### src/rtl/iir_output_capture.sv
// Captures a window of filter output samples into a buffer after skipping a programmable settle count.
// Latency: start to done is 1 + skip + N cycles; readback data lags rd_addr by one cycle.
// Backpressure: none; in_data is consumed every cycle, and start is ignored while SKIP or CAPTURE is active.
module iir_output_capture #(
    parameter int DATA_WIDTH = 32,
    parameter int DEPTH      = 64,
    parameter int ADDR_W     = $clog2(DEPTH),
    parameter int SKIP_W     = 16
) (
    input  logic                  clk,
    input  logic                  rst,
    input  logic [DATA_WIDTH-1:0] in_data,
    input  logic                  start,
    input  logic                  abort,
    input  logic [SKIP_W-1:0]     skip_count,
    input  logic [ADDR_W:0]       num_samples,
    output logic                  busy,
    output logic                  done,
    output logic [ADDR_W:0]       sample_count,
    input  logic [ADDR_W-1:0]     rd_addr,
    output logic [DATA_WIDTH-1:0] rd_data
);

    typedef enum logic [1:0] {IDLE, SKIP, CAPTURE, DONE} state_t;

    localparam logic [ADDR_W:0]   DEPTH_N  = (ADDR_W+1)'(DEPTH);
    localparam logic [ADDR_W:0]   CNT_ONE  = (ADDR_W+1)'(1);
    localparam logic [SKIP_W-1:0] SKIP_ONE = SKIP_W'(1);

    state_t                state;
    logic [SKIP_W-1:0]     skip_cnt;
    logic [ADDR_W:0]       n_lat;
    logic [ADDR_W:0]       n_eff;
    logic                  start_ok;
    logic                  wr_en;
    logic [DATA_WIDTH-1:0] mem [DEPTH];

    // abort outranks start, and a start is only honoured when no capture is in flight
    assign start_ok = start && !abort && (state == IDLE || state == DONE);
    assign wr_en    = (state == CAPTURE) && !abort && !rst;
    assign n_eff    = (num_samples == '0 || num_samples > DEPTH_N) ? DEPTH_N : num_samples;

    always_ff @(posedge clk) begin
        if (rst) begin
            state        <= IDLE;
            busy         <= 1'b0;
            done         <= 1'b0;
            sample_count <= '0;
            skip_cnt     <= '0;
            n_lat        <= DEPTH_N;
        end else if (abort) begin
            state <= IDLE;
            busy  <= 1'b0;
            done  <= 1'b0;
        end else if (start_ok) begin
            skip_cnt     <= skip_count;
            n_lat        <= n_eff;
            sample_count <= '0;
            done         <= 1'b0;
            busy         <= 1'b1;
            state        <= (skip_count == '0) ? CAPTURE : SKIP;
        end else begin
            case (state)
                SKIP: begin
                    skip_cnt <= skip_cnt - SKIP_ONE;
                    if (skip_cnt == SKIP_ONE) begin
                        state <= CAPTURE;
                    end
                end
                CAPTURE: begin
                    sample_count <= sample_count + CNT_ONE;
                    if (sample_count + CNT_ONE == n_lat) begin
                        state <= DONE;
                        busy  <= 1'b0;
                        done  <= 1'b1;
                    end
                end
                default: ;
            endcase
        end
    end

    // sample_count stays below n_lat <= DEPTH while capturing, so the low bits never wrap
    always_ff @(posedge clk) begin
        if (wr_en) begin
            mem[sample_count[ADDR_W-1:0]] <= in_data;
        end
    end

    always_ff @(posedge clk) begin
        if (rst) begin
            rd_data <= '0;
        end else begin
            rd_data <= mem[rd_addr];
        end
    end

endmodule
### config.mk
export PLATFORM = sky130hd
export DESIGN_NAME = iir_output_capture
export DESIGN_NICKNAME = d
export VERILOG_FILES = /design/src/rtl/iir_output_capture.sv
export SDC_FILE = /design/constraint.sdc
export NUM_CORES = 2
export LEC_CHECK = 0
export CELL_PAD_IN_SITES_DETAIL_PLACEMENT = 0
export CELL_PAD_IN_SITES_GLOBAL_PLACEMENT = 1
export CORE_AREA = 2 2 406 408
export CTS_CLUSTER_SIZE = 16
export DETAILED_ROUTE_END_ITERATION = 7
export DIE_AREA = 0 0 408 410
export GPL_ROUTABILITY_DRIVEN = 0
export PLACE_DENSITY_LB_ADDON = 0.1
export SYNTH_ARGS = -nofsm -noshare
export SYNTH_HDL_FRONTEND = slang
export SYNTH_SLANG_ARGS = --single-unit
### constraint.sdc
create_clock -name clk -period 4.8 [get_ports clk]
set_input_delay 0.72 -clock clk [delete_from_list [all_inputs] [get_ports clk]]
set_output_delay 0.72 -clock clk [all_outputs]
set_load 0.05 [all_outputs]
; Word level (Yosys, flattened, before mapping)
; Memories as Yosys holds them, arrays and structs flattened. A register that Yosys moved wholly into a read port is not among the register bits.
; Cells that the tools add are included.
[classes]
addsub = 2
order_cmp = 1
n_eq_ne = 7
muxes = 15
bitwise_logic = 1
n_reduce_logical = 23
[op_table]
columns = operator, count
row1 = $mux 16, 2
row2 = $mux 7, 3
row3 = $eq 16x1->1 const B, 1
row4 = $logic_not 16->1, 1
row5 = $sub 16x1->16 const B, 1
row6 = $reduce_and 2->1, 5
row7 = $mux 2, 4
row8 = $add 7x1->7 const B, 1
row9 = $eq 7x7->1, 1
row10 = $gt 7x7->1 const B, 1
row11 = $logic_not 7->1, 1
row12 = $reduce_bool 2->1, 3
row13 = $mux 1, 5
row14 = $eq 2x2->1 const B, 2
row15 = $logic_and 1x1->1, 4
row16 = $pmux 2 s2, 1
row17 = $ne 3x2->1 const B, 1
row18 = $ne 3x3->1 const B, 1
row19 = $reduce_and 3->1, 1
row20 = $reduce_bool 3->1, 1
row21 = $reduce_or 3->1, 1
row22 = $eq 2x1->1 const B, 1
row23 = $logic_not 1->1, 2
row24 = $logic_not 2->1, 1
row25 = other kinds (3), 4
[totals]
reg_bits = 34
ram_bits = 2048
in_bits = 65
out_inout_bits = 41
memories = 1
[memory_table]
columns = name, depth, word_bits, read_ports, rd_ports_with_merged_regs, write_ports, line_no
row1 = mem, 64, 32, 1, 1, 1, 36  ; logic [DATA_WIDTH-1:0] mem [DEPTH];

; Logic depth before layout (Yosys ltp)
[depth]
word_depth = 5
depth_mapped = 10

; Least setup slack after synthesis
; Ideal clock, no wire load.
[synth_path]
path_kind = input-to-reg
from = in rst
to = mem mem[55][0] (enable)
setup_time_ns = 0.502
t_arrival_ns = 4.277
slack_ns = 0.021
cell_stages = 4
n_path_buf = 1
cell_sequence = clkbuf_1 > nor2_1 > nand2_1 > nor4_1
[synth_via]
elab_chain_cells = 4
[synth_lines]
columns = item, line_no
row1 = start: declaration, 11  ; input logic rst,
row2 = $logic_not 1->1, 40  ; assign wr_en = (state == CAPTURE) && !abort && !rst;
row3 = $logic_and 1x1->1, 40
row4 = $mux 1, 85  ; if (wr_en) begin
row5 = $mux 1 (not written as such), 86  ; mem[sample_count[ADDR_W-1:0]] <= in_data;
row6 = end: declaration, 36
; No other way between the ends.

; Final worst setup path
[layout_path]
from = reg sample_count[0]
to = out sample_count[0]
[layout_lines]
columns = item, line_no
row1 = start: declaration, 19  ; output logic [ADDR_W:0] sample_count,
row2 = start signal: assignment, 71  ; sample_count <= sample_count + CNT_ONE;
; No word-level cell between the ends.

==> results.md <==
* Tightest Pin Transition at 1.249 ns
* GR Util All Layers at a little over a quarter
* CTS Sinks at 2114
* Post-CTS Setup Inserts at 0
* Critical path fanouts, max at 16
* Commonest non-fill, non-tap cell in the layout: edfxtp_1
* Top Ports at 106
* Die Wd at 408 um
* Vias in the first global route at 39809
* Post-synthesis sequential area ratio at 77.69%
* Antenna viol nets, final at 0
* IR drop worst, VDD at 0.4250 mV
* Worst slack at placement at 0.6991 ns
* First-pass GRT wire length at slightly above 300000 um
* Vias at 39395
* Initial antenna violation count at 13
* Initial Utilization at roughly half
* DIE AREA at 0.1673 mm2
* Routed len/inst at roughly 36 um
* Setup crit start kind: flip-flop
* H-tree Lvls at 4
* Post-layout util at 56.72%
* Worst EP arrival at approximately 2.6 ns
* Yosys warns at 0
* CTS tree: done
* Worst min path class: in2reg
* Power Density at 410.5 mW/mm2
* Worst Path Buf+Inv at 1
* Die span in y at 410 um
* Clock latency on the worst-skew pair at 0.86 ns
* Clock root buffer: clkbuf_16
* Syn_area_per_cell at 23.04 um2
* Number of synthesized flops with an enable pin at 2048
* Fill count at approximately 12000
* Post-synth ARST share at 0%
* Hpwl dp at 125100 um
* Largest net degree at the start of global routing at 80
* Status: finished clean
* Setup tns final at 0 ns
* Fin worst setup slack at 1.489 ns
* Tmin final at 3.311 ns
* Final WL at around 220000 um
* Critical path's slowest cell: clkdlybuf4s50_1
* Final nets at 3887
* Netlist cell types at 58
* Post-synthesis net count at about 3600
* Layout Skew at 0.04887 ns
* CORE AREA at 0.1635 mm2
* Count of final setup violators at 0
* Commonest cells after routing, fill and taps aside: edfxtp_1 (2048), mux4_2 (582), clkbuf_16 (210)
* Final hold vios at 0
* Post-CTS Resized at 0
* LEAKAGE at about 29 nW
* Drt drc at 0
* Pins Over Slew Limit at 0
* Top FF cell, synth: edfxtp_1
* Max-cap viol count at 0
* Yosys reg bits at 2114
* Reg clk slew, reported paths at 0.06 ns
* Crit. End Element: output port
* P&R area growth vs syn at 14.67%
* Relative slew slack at 16.72%
* RSZ-0062 raised after global routing: no
* DRT Pass-1 Iters at 5
* Part of the cycle the worst path needs at 68.98%
* Longest Clk Path Bufs at 3
* Initial DRC Count at 5073
* Hold-fix buffers at CTS at 0
* Achievable frequency at 0.3020 GHz
* Share of cells above drive strength 1 at 29.59%
* Critical Path, Cell by Cell: clkdlybuf4s50_1
* Port bufs at 105
* Post-Synthesis Cells at 3510
* Drt via density at about 6.4
* Total CTS buffers at 210
* CP max stage delay at approximately 0.95 ns
* Site Rows at 149
* Critical setup path kind: reg2out
* Gr ovfl total at 0
* CP required at 4.08 ns
* CP top delay family: buffers and inverters
* Syn Std Cell Area at 0.08087 mm2
==> path summary, 6_finish.rpt <==
kind | startpoint | to | slack [ns] | cells past startpoint
setup reg to reg | state[1] | mem[16][30] | 1.62 | 7
hold reg to reg | n_lat[0] | n_lat[0] | 0.46 | 2
setup / recovery | sample_count[0] | sample_count[0] | 1.49 | 1
hold / removal | rd_addr[3] | rd_data[4] | 0.44 | 3
==> per-stage QoR <==
stage	hold slack (ns)	cells	instance area [um2]	total power, W
global route	0.4292	6183	92720	0.03911
global placement	0.4601	5793	86020	0.02253
CTS	0.3980	6183	92720	0.03832
finish	0.4437	6185	92730	0.03806
floorplan	0.4434	3510	80870	0.02175
detailed placement	0.4620	5794	86040	0.02257
==> cells by family (layout without fill, tap and decap cells) <==
kind of cell / after synthesis / count (layout) / synth area share, %
multiplexers: 666 / 666 / 17.27
AO/OA/AOI/OAI: 218 / 218 / 1.813
flip-flops: 2114 / 2114 / 77.69
XOR/XNOR: 14 / 14 / 0.1516
AND/OR/NAND/NOR: 298 / 298 / 1.787
buffers and inverters: 195 / 679 / 1.219
other: 0 / 2 / 0
adder cells (fa/ha/maj): 5 / 5 / 0.07736
==> cell usage after synthesis, types with 6 or more instances <==
master,n,area [um2]
a2111oi_0,8,70.07
a211oi_1,30,225.2
a21oi_1,55,275.3
a221oi_1,7,61.31
a222oi_1,7,70.07
a22oi_1,43,322.8
and2_1,15,93.84
buf_1,13,48.80
buf_2,47,235.2
buf_4,42,315.3
clkbuf_1,80,300.3
dfxtp_1,66,1321
edfxtp_1,2048,61500
inv_1,6,22.52
mux2_2,11,123.9
mux2i_1,73,730.7
mux4_2,582,13110
nand2_1,51,191.4
nand2b_1,7,43.79
nand3_1,19,95.09
nand3b_1,9,67.56
nand4_1,6,37.54
nor2_1,115,431.7
nor2b_1,29,181.4
nor3_1,12,60.06
nor4_1,12,75.07
o21ai_0,29,145.1
o22ai_1,13,81.33
o41ai_1,6,52.55
xnor2_1,9,78.83
==> report_power, final <==
group	switching [W]	internal (W)	leakage, nW	total [W]
Sequential	0.0000430	0.0203	18.9	0.0203
Combinational	0.00112	0.000720	6.61	0.00184
Clock	0.00692	0.00899	3.28	0.0159
==> sequential cells by signal, summed over array words and instances, names as in the netlist <==
name          count
mem            2048
rd_data          32
skip_cnt         16
n_lat             7
sample_count      7
state             2
busy              1
done              1
==> layout make-up <==
class | count | area (um2) | area share (%)
tap | 2189 | 2739 | 2.954
inverter | 8 | 33.78 | 0.03643
multi-input combinational | 1201 | 17540 | 18.91
sequential | 2114 | 62820 | 67.75
clock inverter | 114 | 1089 | 1.174
clock buffer | 275 | 5599 | 6.038
timing repair buffer | 282 | 2905 | 3.133
antenna | 2 | 5.005 | 0.005397
==> metal layers <==
| metal | vias up | GRT usage [%] | share of wire [%] |
|---|---|---|---|
| met2 | 1785 | 42.47 | 49 |
| met3 | 271 | 5.031 | 8.2 |
| met5 | - | 0 | 0.018 |
| met4 | 6 | 5.817 | 1.9 |
| met1 | 21689 | 38.33 | 41 |
| li1 | 15644 | - | - |
No activity file was read; power rests on OpenSTA's default activity.
